===== config.mk =====
export PLATFORM = sky130hd
export DESIGN_NAME = phase_wrap_ctrl_flat
export DESIGN_NICKNAME = d
export VERILOG_FILES = /design/src/rtl/phase_wrap_ctrl_if.sv /design/src/rtl/phase_wrap_ctrl.sv /design/src/flat_wrapper.sv
export SDC_FILE = /design/constraint.sdc
export NUM_CORES = 1
export LEC_CHECK = 0
export CAP_MARGIN = 20
export CORE_ASPECT_RATIO = 1.75
export CORE_MARGIN = 1.5
export CORE_UTILIZATION = 45
export DETAILED_ROUTE_END_ITERATION = 8
export GPL_ROUTABILITY_DRIVEN = 0
export PLACE_DENSITY = 0.74
export SKIP_LAST_GASP = 1
export SLEW_MARGIN = 20
export SYNTH_ARGS = -nofsm -noshare
export SYNTH_HDL_FRONTEND = slang
export SYNTH_SLANG_ARGS = --single-unit

===== constraint.sdc =====
create_clock -name clk_i -period 15 [get_ports clk_i]
set_input_delay 4.5 -clock clk_i [delete_from_list [all_inputs] [get_ports clk_i]]
set_output_delay 4.5 -clock clk_i [all_outputs]
set_load 0.01 [all_outputs]

===== src/rtl/phase_wrap_ctrl_if.sv =====
// Bundle for the phase_wrap_ctrl configuration handshake, the increment
// stream and the wrapped-phase result stream. Signal suffixes are seen
// from the controller, which connects through the slave modport.
interface phase_wrap_ctrl_if #(
  parameter int WIDTH     = 14,
  parameter int CNT_WIDTH = 16
);
  logic                        cfg_valid_i;
  logic                        cfg_ready_o;
  logic signed [WIDTH:0]       lower_i;
  logic signed [WIDTH:0]       upper_i;
  logic                        data_valid_i;
  logic signed [WIDTH-1:0]     data_i;
  logic signed [WIDTH:0]       phase_o;
  logic                        valid_o;
  logic                        wrap_up_o;
  logic                        wrap_dn_o;
  logic signed [CNT_WIDTH-1:0] wrap_cnt_o;

  modport master (
    output cfg_valid_i, lower_i, upper_i, data_valid_i, data_i,
    input  cfg_ready_o, phase_o, valid_o, wrap_up_o, wrap_dn_o, wrap_cnt_o
  );

  modport slave (
    input  cfg_valid_i, lower_i, upper_i, data_valid_i, data_i,
    output cfg_ready_o, phase_o, valid_o, wrap_up_o, wrap_dn_o, wrap_cnt_o
  );
endinterface


===== src/rtl/phase_wrap_ctrl.sv =====
// Phase accumulator that wraps into an inclusive [lower, upper] window and
// keeps a saturating signed count of net wraps (up minus down). Bounds are
// taken through a ready/valid handshake while idle; a bad window parks the
// controller in ERR until clear_i.
module phase_wrap_ctrl #(
  parameter int WIDTH     = 14,
  parameter int CNT_WIDTH = 16
) (
  input  logic              clk_i,
  input  logic              rst_i,
  input  logic              start_i,
  input  logic              stop_i,
  input  logic              clear_i,
  phase_wrap_ctrl_if.slave  bus,
  output logic              busy_o,
  output logic              err_o
);

  // Datapath is three bits wider than the phase: the span of a full-range
  // window needs WIDTH+2 magnitude bits, and the corrected value may then
  // sit a further span outside the window before it is clamped.
  localparam int EXT = WIDTH + 3;

  localparam logic signed [CNT_WIDTH-1:0] CNT_MAX   = {1'b0, {(CNT_WIDTH-1){1'b1}}};
  localparam logic signed [CNT_WIDTH-1:0] CNT_MIN   = {1'b1, {(CNT_WIDTH-1){1'b0}}};
  localparam logic signed [CNT_WIDTH-1:0] CNT_ONE   = CNT_WIDTH'(1);
  localparam logic signed [WIDTH:0]       UPPER_RST = {1'b0, {WIDTH{1'b1}}};
  localparam logic signed [EXT-1:0]       EXT_ONE   = EXT'(1);

  typedef enum logic [1:0] {
    IDLE,
    RUN,
    ERR
  } state_t;

  state_t                      state_q, state_d;
  logic signed [WIDTH:0]       lower_q, lower_d;
  logic signed [WIDTH:0]       upper_q, upper_d;
  logic signed [WIDTH:0]       phase_q, phase_d;
  logic signed [CNT_WIDTH-1:0] cnt_q, cnt_d;
  logic                        valid_q, valid_d;
  logic                        up_q, up_d;
  logic                        dn_q, dn_d;
  logic                        err_q, err_d;

  logic signed [EXT-1:0]       lowerX, upperX, phaseX, dataX;
  logic signed [EXT-1:0]       sumX, spanX, wrapped;
  logic signed [WIDTH:0]       wrapPhase;
  logic                        wrapUp, wrapDn, wrapErr;
  logic signed [CNT_WIDTH-1:0] cntInc, cntDec;

  // Wrap datapath: add the increment, fold back by one span on overflow of
  // either bound, and clamp if a single fold is not enough.
  always_comb begin
    lowerX  = {{2{lower_q[WIDTH]}}, lower_q};
    upperX  = {{2{upper_q[WIDTH]}}, upper_q};
    phaseX  = {{2{phase_q[WIDTH]}}, phase_q};
    dataX   = {{3{bus.data_i[WIDTH-1]}}, bus.data_i};
    sumX    = phaseX + dataX;
    spanX   = upperX - lowerX + EXT_ONE;
    wrapped = sumX;
    wrapUp  = 1'b0;
    wrapDn  = 1'b0;
    wrapErr = 1'b0;
    if (sumX > upperX) begin
      wrapUp  = 1'b1;
      wrapped = sumX - spanX;
      if (wrapped > upperX) begin
        wrapped = upperX;
        wrapErr = 1'b1;
      end
    end else if (sumX < lowerX) begin
      wrapDn  = 1'b1;
      wrapped = sumX + spanX;
      if (wrapped < lowerX) begin
        wrapped = lowerX;
        wrapErr = 1'b1;
      end
    end
    wrapPhase = wrapped[WIDTH:0];
  end

  // Saturating neighbours of the wrap counter; it never rolls over.
  always_comb begin
    cntInc = (cnt_q == CNT_MAX) ? cnt_q : cnt_q + CNT_ONE;
    cntDec = (cnt_q == CNT_MIN) ? cnt_q : cnt_q - CNT_ONE;
  end

  // Controller next state: stop beats clear beats data in RUN, stop beats
  // start in IDLE, and ERR is only left through clear.
  always_comb begin
    state_d = state_q;
    lower_d = lower_q;
    upper_d = upper_q;
    phase_d = phase_q;
    cnt_d   = cnt_q;
    valid_d = 1'b0;
    up_d    = 1'b0;
    dn_d    = 1'b0;
    err_d   = err_q;
    case (state_q)
      IDLE: begin
        if (bus.cfg_valid_i) begin
          if (bus.upper_i <= bus.lower_i) begin
            state_d = ERR;
            err_d   = 1'b1;
          end else begin
            lower_d = bus.lower_i;
            upper_d = bus.upper_i;
          end
        end
        if (state_d == IDLE && start_i && !stop_i && (upper_q > lower_q)) begin
          phase_d = lower_q;
          cnt_d   = '0;
          state_d = RUN;
        end
      end
      RUN: begin
        if (stop_i) begin
          state_d = IDLE;
        end else if (clear_i) begin
          phase_d = lower_q;
          cnt_d   = '0;
        end else if (bus.data_valid_i) begin
          phase_d = wrapPhase;
          valid_d = 1'b1;
          up_d    = wrapUp;
          dn_d    = wrapDn;
          if (wrapErr) begin
            err_d = 1'b1;
          end
          if (wrapUp) begin
            cnt_d = cntInc;
          end else if (wrapDn) begin
            cnt_d = cntDec;
          end
        end
      end
      ERR: begin
        if (clear_i) begin
          state_d = IDLE;
          err_d   = 1'b0;
        end
      end
      default: begin
        state_d = IDLE;
      end
    endcase
  end

  // State and output registers with synchronous reset to a full-range window.
  always_ff @(posedge clk_i) begin
    if (rst_i) begin
      state_q <= IDLE;
      lower_q <= '0;
      upper_q <= UPPER_RST;
      phase_q <= '0;
      cnt_q   <= '0;
      valid_q <= 1'b0;
      up_q    <= 1'b0;
      dn_q    <= 1'b0;
      err_q   <= 1'b0;
    end else begin
      state_q <= state_d;
      lower_q <= lower_d;
      upper_q <= upper_d;
      phase_q <= phase_d;
      cnt_q   <= cnt_d;
      valid_q <= valid_d;
      up_q    <= up_d;
      dn_q    <= dn_d;
      err_q   <= err_d;
    end
  end

  assign bus.cfg_ready_o = (state_q == IDLE);
  assign bus.phase_o     = phase_q;
  assign bus.valid_o     = valid_q;
  assign bus.wrap_up_o   = up_q;
  assign bus.wrap_dn_o   = dn_q;
  assign bus.wrap_cnt_o  = cnt_q;
  assign busy_o          = (state_q == RUN);
  assign err_o           = err_q;

endmodule


===== src/flat_wrapper.sv =====
// flat-port wrapper written by rule: the top's interface ports become plain ports
module phase_wrap_ctrl_flat 
#(
  parameter int WIDTH     = 14,
  parameter int CNT_WIDTH = 16
)
  (clk_i, rst_i, start_i, stop_i, clear_i, busy_o, err_o, bus_cfg_valid_i, bus_lower_i, bus_upper_i, bus_data_valid_i, bus_data_i, bus_cfg_ready_o, bus_phase_o, bus_valid_o, bus_wrap_up_o, bus_wrap_dn_o, bus_wrap_cnt_o);
  phase_wrap_ctrl_if #(.WIDTH(WIDTH), .CNT_WIDTH(CNT_WIDTH)) bus_i ();
  input  logic clk_i;
  input  logic rst_i;
  input  logic start_i;
  input  logic stop_i;
  input  logic clear_i;
  output logic busy_o;
  output logic err_o;
  input wire logic [$bits(bus_i.cfg_valid_i)-1:0] bus_cfg_valid_i;
  input wire logic [$bits(bus_i.lower_i)-1:0] bus_lower_i;
  input wire logic [$bits(bus_i.upper_i)-1:0] bus_upper_i;
  input wire logic [$bits(bus_i.data_valid_i)-1:0] bus_data_valid_i;
  input wire logic [$bits(bus_i.data_i)-1:0] bus_data_i;
  output wire logic [$bits(bus_i.cfg_ready_o)-1:0] bus_cfg_ready_o;
  output wire logic [$bits(bus_i.phase_o)-1:0] bus_phase_o;
  output wire logic [$bits(bus_i.valid_o)-1:0] bus_valid_o;
  output wire logic [$bits(bus_i.wrap_up_o)-1:0] bus_wrap_up_o;
  output wire logic [$bits(bus_i.wrap_dn_o)-1:0] bus_wrap_dn_o;
  output wire logic [$bits(bus_i.wrap_cnt_o)-1:0] bus_wrap_cnt_o;
  assign bus_i.cfg_valid_i = bus_cfg_valid_i;
  assign bus_i.lower_i = bus_lower_i;
  assign bus_i.upper_i = bus_upper_i;
  assign bus_i.data_valid_i = bus_data_valid_i;
  assign bus_i.data_i = bus_data_i;
  assign bus_cfg_ready_o = bus_i.cfg_ready_o;
  assign bus_phase_o = bus_i.phase_o;
  assign bus_valid_o = bus_i.valid_o;
  assign bus_wrap_up_o = bus_i.wrap_up_o;
  assign bus_wrap_dn_o = bus_i.wrap_dn_o;
  assign bus_wrap_cnt_o = bus_i.wrap_cnt_o;
  phase_wrap_ctrl #(.WIDTH(WIDTH), .CNT_WIDTH(CNT_WIDTH)) u_core (.clk_i(clk_i), .rst_i(rst_i), .start_i(start_i), .stop_i(stop_i), .clear_i(clear_i), .bus(bus_i), .busy_o(busy_o), .err_o(err_o));
endmodule

### Yosys cells after proc, flatten, opt, wreduce, memory -nomap -nowiden

Index checks and enable logic that the tools add are counted.

* flip-flop bits (word level): 67
* input port bits: 51
* output and inout port bits: 37

* add/subtract/negate cells: 7
* order comparisons: 6
* equal/unequal tests: 17
* multiplexer cells: 41
* bitwise logic cells: 3
* reductions and logical operators: 15

Operator list (number)
* $mux W16: 8
* $mux W15: 8
* $eq A16 B16 Y1 const B: 2
* $pmux W16 S2: 1
* $pmux W15 S2: 1
* $add A16 B17 Y17: 1
* $add A17 B2 Y17 const B: 1
* $gt A17 B15 Y1: 1
* $lt A17 B15 Y1: 1
* $sub A16 B17 Y17: 1
* $add A15 B14 Y16: 1
* $add A16 B2 Y16 const B: 1
* $gt A16 B15 Y1: 1
* $lt A16 B15 Y1: 1
* $sub A15 B15 Y16: 1
* $sub A16 B2 Y16 const B: 1
* $gt A15 B15 Y1: 1
* $le A15 B15 Y1: 1
* $mux W1: 15
* $mux W2: 6
* $ne A2 B2 Y1 const B: 5
* $ne A2 B1 Y1 const B: 4
* $reduce_and A8 Y1: 1
* $reduce_and A7 Y1: 1
* 19 further kinds: 24

### Logic depth before layout (Yosys ltp)

Gate-level depths: netlist of run 1.

* depth in word-level cells: 12
* gate-level depth with buffers: 33

### Least setup slack after synthesis of run 1

OpenSTA, ideal clock, no wires.

* path type: input to register
* start point: input bus_data_i[0]
* end point: register u_core.cnt_q[13], in the netlist u_core.bus.wrap_cnt_o[13]
* library setup time: 71 ps
* arrival: 10044 ps
* required time: 14929 ps
* setup slack: 4886 ps
* cell stages on the path: 27
* cells stage by stage: ha_1 > fa_1 > a211oi_1 > o21ai_0 > nand2_1 > o311ai_0 > a21o_1 > a21oi_1 > xnor2_1 > ha_1 > nand4_1 > nor3_1 > a221oi_2 > a221o_1 > buf_6 > clkbuf_1 > ha_1 > o21ai_0 > o21ai_1 > nand3_1 > and4_1 > nor3_1 > a21oi_1 > nand2b_1 > a221o_1 > or3_1 > a21oi_1

* cells in the longest elaborated chain, start to end: 8
* elaborated cells between the ends (all ways): 15
* those cells by class: 1 x add/sub; 2 x order compare; 3 x eq/ne; 8 x mux; 1 x reduce/logical

RTL lines
* start: declaration: line flat_wrapper.sv:20 `input wire logic [$bits(bus_i.data_i)-1:0] bus_data_i;`
* $add A15 B14 Y16 *: line phase_wrap_ctrl.sv:59 `sumX = phaseX + dataX;`
* $gt A16 B15 Y1: line phase_wrap_ctrl.sv:65 `if (sumX > upperX) begin`
* $mux W1: line phase_wrap_ctrl.sv:65
* $mux W16: line phase_wrap_ctrl.sv:132 `if (wrapUp) begin`
* $mux W16: line phase_wrap_ctrl.sv:124 `end else if (bus.data_valid_i) begin`
* $mux W16: line phase_wrap_ctrl.sv:121 `end else if (clear_i) begin`
* $mux W16: line phase_wrap_ctrl.sv:119 `if (stop_i) begin`
* $pmux W16 S2: line phase_wrap_ctrl.sv:101 `case (state_q)`
* end signal: assignment: line phase_wrap_ctrl.sv:168 `cnt_q <= cnt_d;`
* end: declaration: line phase_wrap_ctrl.sv:40 `logic signed [CNT_WIDTH-1:0] cnt_q, cnt_d;`

Every way passes the cells marked *; elsewhere a longest branch is shown, timed or not. The select of a mux whose other input is x is not followed.
A chain may end at the register's enable or synchronous reset.

### Final worst setup path of run 1

* start point: input bus_data_i[0]
* end point: register u_core.phase_q[0], in the netlist u_core.bus.phase_o[0]

* cells in the longest elaborated chain, start to end: 10
* elaborated cells between the ends (all ways): 15
* those cells by class: 3 x add/sub; 4 x order compare; 8 x mux

RTL lines
* $add A15 B14 Y16 *: line phase_wrap_ctrl.sv:59
* $add A16 B17 Y17: line phase_wrap_ctrl.sv:74 `wrapped = sumX + spanX;`
* $lt A17 B15 Y1: line phase_wrap_ctrl.sv:75 `if (wrapped < lowerX) begin`
* $mux W15: line phase_wrap_ctrl.sv:75
* $mux W15: line phase_wrap_ctrl.sv:72 `end else if (sumX < lowerX) begin`
* $mux W15 *: line phase_wrap_ctrl.sv:65
* $mux W15 *: line phase_wrap_ctrl.sv:124
* $mux W15 *: line phase_wrap_ctrl.sv:121
* $mux W15 *: line phase_wrap_ctrl.sv:119
* $pmux W15 S2 *: line phase_wrap_ctrl.sv:101
* end signal: assignment: line phase_wrap_ctrl.sv:167 `phase_q <= phase_d;`
* end: declaration: line phase_wrap_ctrl.sv:39 `logic signed [WIDTH:0] phase_q, phase_d;`

Marked as above.

==> results of run 1 <==
[per-stage QoR]
stage	cells	cell area, um^2
detailed placement	1448	9916
CTS	1463	10250
global route	1463	10250
floorplan	1157	8869
finish	1463	10250
global placement	1448	9916
[worst register-to-register path, delay by kind of cell, from the launching register on]
family	cells	cell delay, ns
AND/OR/NAND/NOR	10	2.08
buffers and inverters	2	0.43
multiplexers	1	0.24
XOR/XNOR	3	0.60
flip-flops	1	0.53
AO/OA/AOI/OAI	11	2.55
adder cells (fa/ha/maj)	4	1.39
[logic make-up (layout without fill, tap and decap cells)]
family / Yosys count / after routing / synth area share [%]
compound gates: 336 / 336 / 25.17
xor+xnor: 77 / 77 / 7.604
fa+ha+maj: 161 / 161 / 23.14
buf+inv: 141 / 206 / 6.264
flops: 67 / 67 / 15.12
mux: 27 / 27 / 3.203
simple gates: 348 / 348 / 19.50
[power by group]
part | internal [mW] | switching, mW | total [mW]
Sequential | 0.187 | 0.0121 | 0.199
Clock | 0.162 | 0.0848 | 0.247
Combinational | 0.459 | 0.723 | 1.18
Total | 0.807 | 0.820 | 1.63
[placed cells by master, fill, tap and decap left out, types with 16 or more instances in the layout]
cell type,instances
a211oi_1,18
a21o_1,23
a21oi_1,103
clkdlybuf4s50_1,86
dfxtp_1,67
ha_1,156
inv_1,94
mux2i_1,25
nand2_1,71
nand3_1,28
nand4_1,16
nor2_1,101
nor2b_1,16
nor3_1,31
o211ai_1,25
o21ai_0,57
xnor2_1,50
xor2_1,27
[per-layer routing]
metal | vias up | routed length (um) | part of all wire, % | global-route usage (%)
met2 | 384 | 14760 | 50 | 50.87
met3 | 152 | 1358 | 4.6 | 3.424
met4 | 0 | 2844 | 9.6 | 25.46
met1 | 4222 | 10700 | 36 | 30.01
met5 | - | 0 | 0 | 0
li1 | 4335 | - | - | -
[worst max path at each step]
stage                                      to           from  slack [ns]
global placement        u_core.bus.phase_o[0]  bus_data_i[0]        3.47
CTS                     u_core.bus.phase_o[0]  bus_data_i[0]        3.77
finish                  u_core.bus.phase_o[0]  bus_data_i[0]        3.68
floorplan           u_core.bus.wrap_cnt_o[13]  bus_data_i[0]        4.89
detailed placement      u_core.bus.phase_o[0]  bus_data_i[0]        3.45
global route            u_core.bus.phase_o[0]  bus_data_i[0]        3.45
[final cells by class]
cell class                 count  area, um^2  share of cell area (%)
clock buffer                   9       225.2                   2.196
clock inverter                 6       113.9                   1.110
inverter                      95       356.6                   3.477
multi-input combinational    949        6983                   68.09
sequential                    67        1341                   13.08
tap                          241       301.5                   2.940
timing repair buffer          96       933.4                   9.102
[registers in the layout (all words and copies together), names as in the netlist]
| signal | flops |
|---|---|
| u_core.bus.wrap_cnt_o | 16 |
| u_core.bus.phase_o | 15 |
| u_core.lower_q | 15 |
| u_core.upper_q | 15 |
| u_core.state_q | 2 |
| u_core.bus.valid_o | 1 |
| u_core.bus.wrap_dn_o | 1 |
| u_core.bus.wrap_up_o | 1 |
| u_core.err_o | 1 |
[cell usage after synthesis (4+ instances only)]
library cell  number  area [um^2]
nand2_1           71        266.5
a31oi_1            7        43.79
buf_2              9        45.04
o21bai_1          13        97.59
or2_2              4        25.02
o21ai_1            6        30.03
nor3b_1            9        67.56
xor2_1            27        236.5
and3_1             8        50.05
clkbuf_1          32        120.1
ha_1             156         1952
xnor2_1           50        437.9
dfxtp_1           67         1341
a221o_1            4        40.04
nor3_1            31        155.2
a21o_1            23        172.7
nand2b_1          14        87.58
o31ai_1            8        60.06
a21oi_1          104        520.5
a32o_1             4        40.04
o211ai_1          25        187.7
and4_1             5        43.79
nor2b_1           16        100.1
o22ai_1            6        37.54
nor4_1            10        62.56
or3_1             15        93.84
fa_1               5        100.1
mux2i_1           25        250.2
o41ai_1            4        35.03
o21a_1            11        82.58
nand4_1           16        100.1
a211oi_1          18        135.1
or4_1              4        30.03
o31a_1             4        35.03
inv_1             94        352.8
o21ai_0           57        285.3
nor2_1           101        379.1
nand3_1           28        140.1
==> results.sh, run 1 <==
export IMPL_status="completed"
export IMPL_ys_seq_elements=67
export IMPL_dieHeight_um=188.7
export IMPL_fin_crit_sh_pct=75.44
export IMPL_cts_hold_buf=0
export IMPL_grt_pass1_wl_um=46130
export IMPL_cts_buffers_inserted=9
export IMPL_hold_viol=0
export IMPL_ioPinCount=88
export IMPL_grt_max_degree=49
export IMPL_worstSetupEndpointType="flop"
export IMPL_synth_edf_count=0
export IMPL_crit_arrival_ns=11.52
export IMPL_leakage_nw=4.563
export IMPL_rrSetupSlack_ns=7.05
export IMPL_r2r_end="u_core.bus.phase_o[0]"
export IMPL_fin_crit_ns=11.32
export IMPL_cp_common_cell="o21ai_0"
export IMPL_maxSlewViolCount=0
export IMPL_post_dp_hpwl_um=23820
export IMPL_coreArea_um2=19200
export IMPL_netlist_area_um2=8869
export IMPL_num_rows=67
export IMPL_numPortBuffers=87
export IMPL_slew_headroom_pct=28.79
export IMPL_num_antenna_cells=0
export IMPL_drc=0
export IMPL_worst_ep_required_time_ns=15.20
export IMPL_holdWs_ns=0.4835
export IMPL_dr_total_vias=9093
export IMPL_hp_class="flop to flop"
export IMPL_numClockSinks=67
export IMPL_worstHoldStart="u_core.lower_q[14]"
export IMPL_max_freq_ghz=0.08837
export IMPL_rr_worst_depth=31
export IMPL_cts_tree="done"
export IMPL_wire_per_inst_um=20.27
export IMPL_drv_cap=0
export IMPL_cp_slowest_cell="xor2_1"
export IMPL_pre_cts_ws_ns=3.454
export IMPL_drtPass1Iterations=6
export IMPL_tns_ns=0
export IMPL_critPathKind="primary input to flop"
export IMPL_cp_start_kind="primary input"
export IMPL_rsz0062_at_grt="false"
export IMPL_synthArstFlopShare_pct=0
export IMPL_power_density_nw_per_um2=158.7
export IMPL_track_usage_pct=29.24
export IMPL_critPathTopFamily="compound AO/OA/AOI/OAI gates"
export IMPL_drtIter0Drc=593
export IMPL_grt_ovfl_total=0
export IMPL_layout_nets=1430
export IMPL_irDropWorstVdd_mv=0.07381
export IMPL_slowest_delay_ns=0.45
export IMPL_htreeDepth=3
export IMPL_drive_above_1_share_pct=3.846
export IMPL_drtAntennaViolNets=0
export IMPL_r2r_start="u_core.upper_q[0]"
export IMPL_grt_antenna_before_repair=0
export IMPL_cts_clk_slew_worst_paths_ns=0.06
export IMPL_ys_flop_type="dfxtp_1"
export IMPL_ys_types=80
export IMPL_fillerInstances=1778
export IMPL_holdPathEnd="u_core.lower_q[14]"
export IMPL_ctsRootBufferMaster="clkbuf_16"
export IMPL_postCtsSetupBuffers=0
export IMPL_crit_fanout=20
export IMPL_hold_path_cell_count=2
export IMPL_setup_slack_ns=3.684
export IMPL_dieArea_um2=20590
export IMPL_synth_area_per_cell_um2=7.665
export IMPL_grt_pass1_vias=8990
export IMPL_initial_core_util_pct=46.20
export IMPL_worst_pin_slew_ns=1.067
export IMPL_clk_latency_ns=0.35
export IMPL_yosys_warnings=0
export IMPL_area_growth_pct=15.63
export IMPL_synthCells=1157
export IMPL_worst_clock_skew_ns=0.006650
export IMPL_wirelength_um=29660
export IMPL_chipWidth_um=109.1
export IMPL_power_total_mw=1.627
export IMPL_ctsResizeCount=0
export IMPL_cp_depth=28
export IMPL_crit_buf_inv=2
export IMPL_routed_via_density=6.215
export IMPL_final_util_pct=53.42
export IMPL_syn_num_nets=1369
export IMPL_seq_area_frac_synth_pct=15.12
export IMPL_finalSetupViolCount=0
export IMPL_clockBufferDepth=2
(Power assumes the default switching activity.)
==> run 2, diff against run 1 <==
==> constraint.sdc (replaced) <==
create_clock -name clk_i -period 11.5 [get_ports clk_i]
set_input_delay 3.45 -clock clk_i [delete_from_list [all_inputs] [get_ports clk_i]]
set_output_delay 3.45 -clock clk_i [all_outputs]
set_load 0.01 [all_outputs]
==> run 2 against run 1 <==
Net effect: non-clock buffer count rose by 4; register-to-register slack got worse by 3.4 ns; clock power rose by 17%; critical path depth fell by 1; wire length rose by 1.1%; clock skew rose by 0.0028 ns.
==> results.sh, run 2 (synthesis gave the netlist of run 1 again) <==
export IMPL_gr_usage_met2_pct=54.35
export IMPL_num_antenna_cells=0
export IMPL_critPathTopFamily="compound AO/OA/AOI/OAI gates"
export IMPL_top_usage_layer="met2"
export IMPL_post_dp_hpwl_um=24050
export IMPL_cts_tree="done"
export IMPL_htreeDepth=3
export IMPL_ioPinCount=88
export IMPL_irDropWorstVdd_mv=0.1149
export IMPL_cp_common_cell="o21ai_0"
export IMPL_grt_max_degree=49
export IMPL_routed_via_density=6.211
export IMPL_finalSetupViolCount=0
export IMPL_drv_cap=0
export IMPL_cp_start_kind="primary input"
export IMPL_fillerInstances=1767
export IMPL_leakage_nw=4.576
export IMPL_max_freq_ghz=0.09608
export IMPL_ctsResizeCount=0
export IMPL_area_growth_pct=15.58
export IMPL_worst_clock_skew_ns=0.009484
export IMPL_final_util_pct=53.39
export IMPL_wire_per_inst_um=20.42
export IMPL_slew_headroom_pct=35.23
export IMPL_track_usage_pct=29.97
export IMPL_maxSlewViolCount=0
export IMPL_drtIter0Drc=503
export IMPL_hp_class="flop to flop"
export IMPL_crit_fanout=19
export IMPL_layout_commonest_cell="ha_1"
export IMPL_num_rows=67
export IMPL_grt_antenna_before_repair=0
export IMPL_fin_crit_sh_pct=90.51
export IMPL_power_density_nw_per_um2=206.8
export IMPL_met3_usage_pct=2.836
export IMPL_cts_clk_slew_worst_paths_ns=0.06
export IMPL_grt_pass1_vias=9202
export IMPL_met1_usage_pct=30.80
export IMPL_fin_crit_ns=10.41
export IMPL_status="completed"
export IMPL_initial_core_util_pct=46.20
export IMPL_drive_above_1_share_pct=4.238
export IMPL_worstSetupEndpointType="flop"
export IMPL_grt_pass1_wl_um=47310
export IMPL_tns_ns=0
export IMPL_cts_hold_buf=0
export IMPL_dieHeight_um=188.7
export IMPL_drc=0
export IMPL_dr_total_vias=9118
export IMPL_ctsRootBufferMaster="clkbuf_16"
export IMPL_drtAntennaViolNets=0
export IMPL_worst_pin_slew_ns=0.9692
export IMPL_crit_buf_inv=2
export IMPL_hold_viol=0
export IMPL_chipWidth_um=109.1
export IMPL_layout_common_cells="ha_1, a21oi_1, nor2_1"
export IMPL_grt_ovfl_total=0
export IMPL_dieArea_um2=20590
export IMPL_postCtsSetupBuffers=0
export IMPL_numPortBuffers=87
export IMPL_layout_nets=1434
export IMPL_clockBufferDepth=2
export IMPL_crit_arrival_ns=10.66
export IMPL_worst_ep_required_time_ns=11.75
export IMPL_cp_slowest_cell="a41oi_2"
export IMPL_coreArea_um2=19200
export IMPL_rsz0062_at_grt="false"
export IMPL_wirelength_um=29980
export IMPL_numClockSinks=67
export IMPL_largest_reg_flops=16
export IMPL_drtPass1Iterations=6
export IMPL_cts_buffers_inserted=9
export IMPL_critPathKind="primary input to flop"
export IMPL_slowest_delay_ns=0.79
export IMPL_clk_latency_ns=0.35
==> run 2: per-stage QoR <==
step | hold slack [ns] | power (mW) | instances | instance area (um^2) | setup WS (ns)
after floorplan | 0.4544 | 1.353 | 1157 | 8869 | 2.436
after global placement | 0.4697 | 1.762 | 1452 | 9946 | 1.097
after detailed placement | 0.4792 | 1.782 | 1452 | 9946 | 0.9661
after CTS | 0.4946 | 2.080 | 1468 | 10250 | 1.297
after global routing | 0.5293 | 2.284 | 1468 | 10250 | 0.7322
final | 0.4927 | 2.120 | 1468 | 10250 | 1.092
==> run 2: routing by layer <==
| metal | part of all wire (%) | wire, um |
|---|---|---|
| met5 | 0 | 0 |
| met4 | 8.3 | 2477 |
| met1 | 36 | 10850 |
| met3 | 4.3 | 1290 |
| met2 | 51 | 15370 |
==> run 2: worst reg2reg max path, delay by kind of cell (launching register included) <==
family	cells	cell delay, ns
multiplexers	1	0.11
AO/OA/AOI/OAI	11	2.94
buffers and inverters	2	0.41
adder cells (fa/ha/maj)	4	1.38
XOR/XNOR	3	0.60
AND/OR/NAND/NOR	10	1.84
flip-flops	1	0.46
==> run 2: worst paths after layout <==
kind                           from                    end  slack [ns]  cells after the start
setup / recovery      bus_data_i[0]  u_core.bus.phase_o[0]        1.09                     27
setup reg to reg  u_core.upper_q[0]  u_core.bus.phase_o[0]        3.65                     31
hold / removal    u_core.lower_q[7]      u_core.lower_q[7]        0.49                      2
hold reg to reg   u_core.lower_q[7]      u_core.lower_q[7]        0.49                      2
==> run 2: power by group <==
part	switching [mW]	internal, mW	total [mW]
Clock	0.119	0.171	0.290
Sequential	0.0153	0.243	0.259
Combinational	0.965	0.606	1.57
==> run 2: area by class of cell <==
type | instances | area [um^2] | area share [%]
clock inverter | 7 | 78.83 | 0.7690
multi-input combinational | 949 | 6983 | 68.13
sequential | 67 | 1341 | 13.09
tap | 241 | 301.5 | 2.942
clock buffer | 9 | 225.2 | 2.197
inverter | 95 | 356.6 | 3.479
timing repair buffer | 100 | 963.4 | 9.399
==> variant: new RTL, flow settings as in run 2 <==
`CNT_WIDTH` is set to 16 in 3 places; all go to 32.
--- a/src/rtl/phase_wrap_ctrl_if.sv
+++ b/src/rtl/phase_wrap_ctrl_if.sv
@@ -3,7 +3,7 @@
 // from the controller, which connects through the slave modport.
 interface phase_wrap_ctrl_if #(
   parameter int WIDTH     = 14,
-  parameter int CNT_WIDTH = 16
+  parameter int CNT_WIDTH = 32
 );
   logic                        cfg_valid_i;
   logic                        cfg_ready_o;
--- a/src/rtl/phase_wrap_ctrl.sv
+++ b/src/rtl/phase_wrap_ctrl.sv
@@ -4,7 +4,7 @@
 // controller in ERR until clear_i.
 module phase_wrap_ctrl #(
   parameter int WIDTH     = 14,
-  parameter int CNT_WIDTH = 16
+  parameter int CNT_WIDTH = 32
 ) (
   input  logic              clk_i,
   input  logic              rst_i,
--- a/src/flat_wrapper.sv
+++ b/src/flat_wrapper.sv
@@ -2,7 +2,7 @@
 module phase_wrap_ctrl_flat 
 #(
   parameter int WIDTH     = 14,
-  parameter int CNT_WIDTH = 16
+  parameter int CNT_WIDTH = 32
 )
   (clk_i, rst_i, start_i, stop_i, clear_i, busy_o, err_o, bus_cfg_valid_i, bus_lower_i, bus_upper_i, bus_data_valid_i, bus_data_i, bus_cfg_ready_o, bus_phase_o, bus_valid_o, bus_wrap_up_o, bus_wrap_dn_o, bus_wrap_cnt_o);
   phase_wrap_ctrl_if #(.WIDTH(WIDTH), .CNT_WIDTH(CNT_WIDTH)) bus_i ();
Interface: changed (resized bus_wrap_cnt_o); port bits go from 88 to 104. No check against the original RTL was run, so the function may have changed too.
==> variant against run 2 <==
  * Highest routed layer unchanged
  * Sequential cell count increased by 16
  * Die area is 19% higher
  * Hold slack better by 7.9 ps
  * Clock skew hardly changed
  * First-iteration DRC count rose by 93%
  * Critical path depth is 1 higher
  * Global-route usage is essentially flat
  * Total power grew 10%
  * Setup slack worse by 330 ps
  * Critical path type unchanged
  * Design area is 19% higher
  * Largest power group unchanged
  * Synthesized area rose by 19%
  * Wire length is 24% higher
  * Sequential share of layout area grew 0.49 points
==> variant: results (changes against run 2) <==
* Status: complete, no violations
* Setup Skew at 9.84 ps (+0.353 ps)
* Max transition margin at 0.400 (+0.0478)
* Synth top area cells: ha_1, dfxtp_1, a21oi_1
* Reg area at 1660 sq um (+24%)
* Post-DP HPWL at 29.4 mm (+22%)
* Met3 usage at 0.0339 (+0.00558)
* Crit Path Max Fanout at 16 (-3)
* Invs w/o clock at 104 (+9.5%)
* Clock network area share at 0.0258 (-0.00390)
* I/O Buffers at 103 (+18%)
* Vias in the first global route at 10900 (+19%)
* Mux contribution to synthesized area at 0.0329 (+0.000838)
* Synth Area in XOR/XNOR at 0.0712 (-0.00488)
* Compound-gate portion of the synthesized area at 0.264 (+0.0123)
* P_clk at 0.000318 W (+9.7%)
* CP max-delay cell: a2111oi_0
* WL met1 at 12.9 mm (+19%)
* Comb_multi_in at 1164 (+23%)
* Grt met1 use at 0.297 (-0.0112)
* Multi-input combinational area share at 0.682 (+0.00120)
* Share of layout cells above drive strength 1 at 0.0411 (-0.00127)
* Met2 wire length at 18.9 mm (+23%)
* P_leak at 5.37 nW (+17%)
* GR Layer Usage met2 at 0.558 (+0.0140)
* DR WL/cell at 20.7 um (+1.5%)
## variant: cell count changes after synthesis, sizes merged, moves of 14 or more
cell	before	now
nand2	71	110
a21oi	105	133
nor2	101	122
nand3	29	49
nand4	16	36
dfxtp	67	83
ha	156	172
a21o	23	37
## variant: worst paths after layout
path | from | end | slack [ps] | cells after the start
hold / removal | u_core.bus.phase_o[8] | u_core.bus.phase_o[8] | 500 | 2
setup reg to reg | u_core.upper_q[0] | u_core.bus.phase_o[11] | 3490 | 28
setup / recovery | bus_data_i[0] | u_core.bus.phase_o[11] | 760 | 28
hold reg to reg | u_core.bus.phase_o[8] | u_core.bus.phase_o[8] | 500 | 2
## variant: stage by stage
step                setup WS, ps   util  power (W)  cells  area (sq um)
CTS                          927  0.526    0.00230   1787         12200
floorplan                   1480      -    0.00157   1401         10600
global placement             704  0.512    0.00194   1771         11900
detailed placement           582  0.512    0.00198   1771         11900
finish                       762  0.527    0.00234   1788         12200
global route                 397  0.527    0.00252   1788         12200
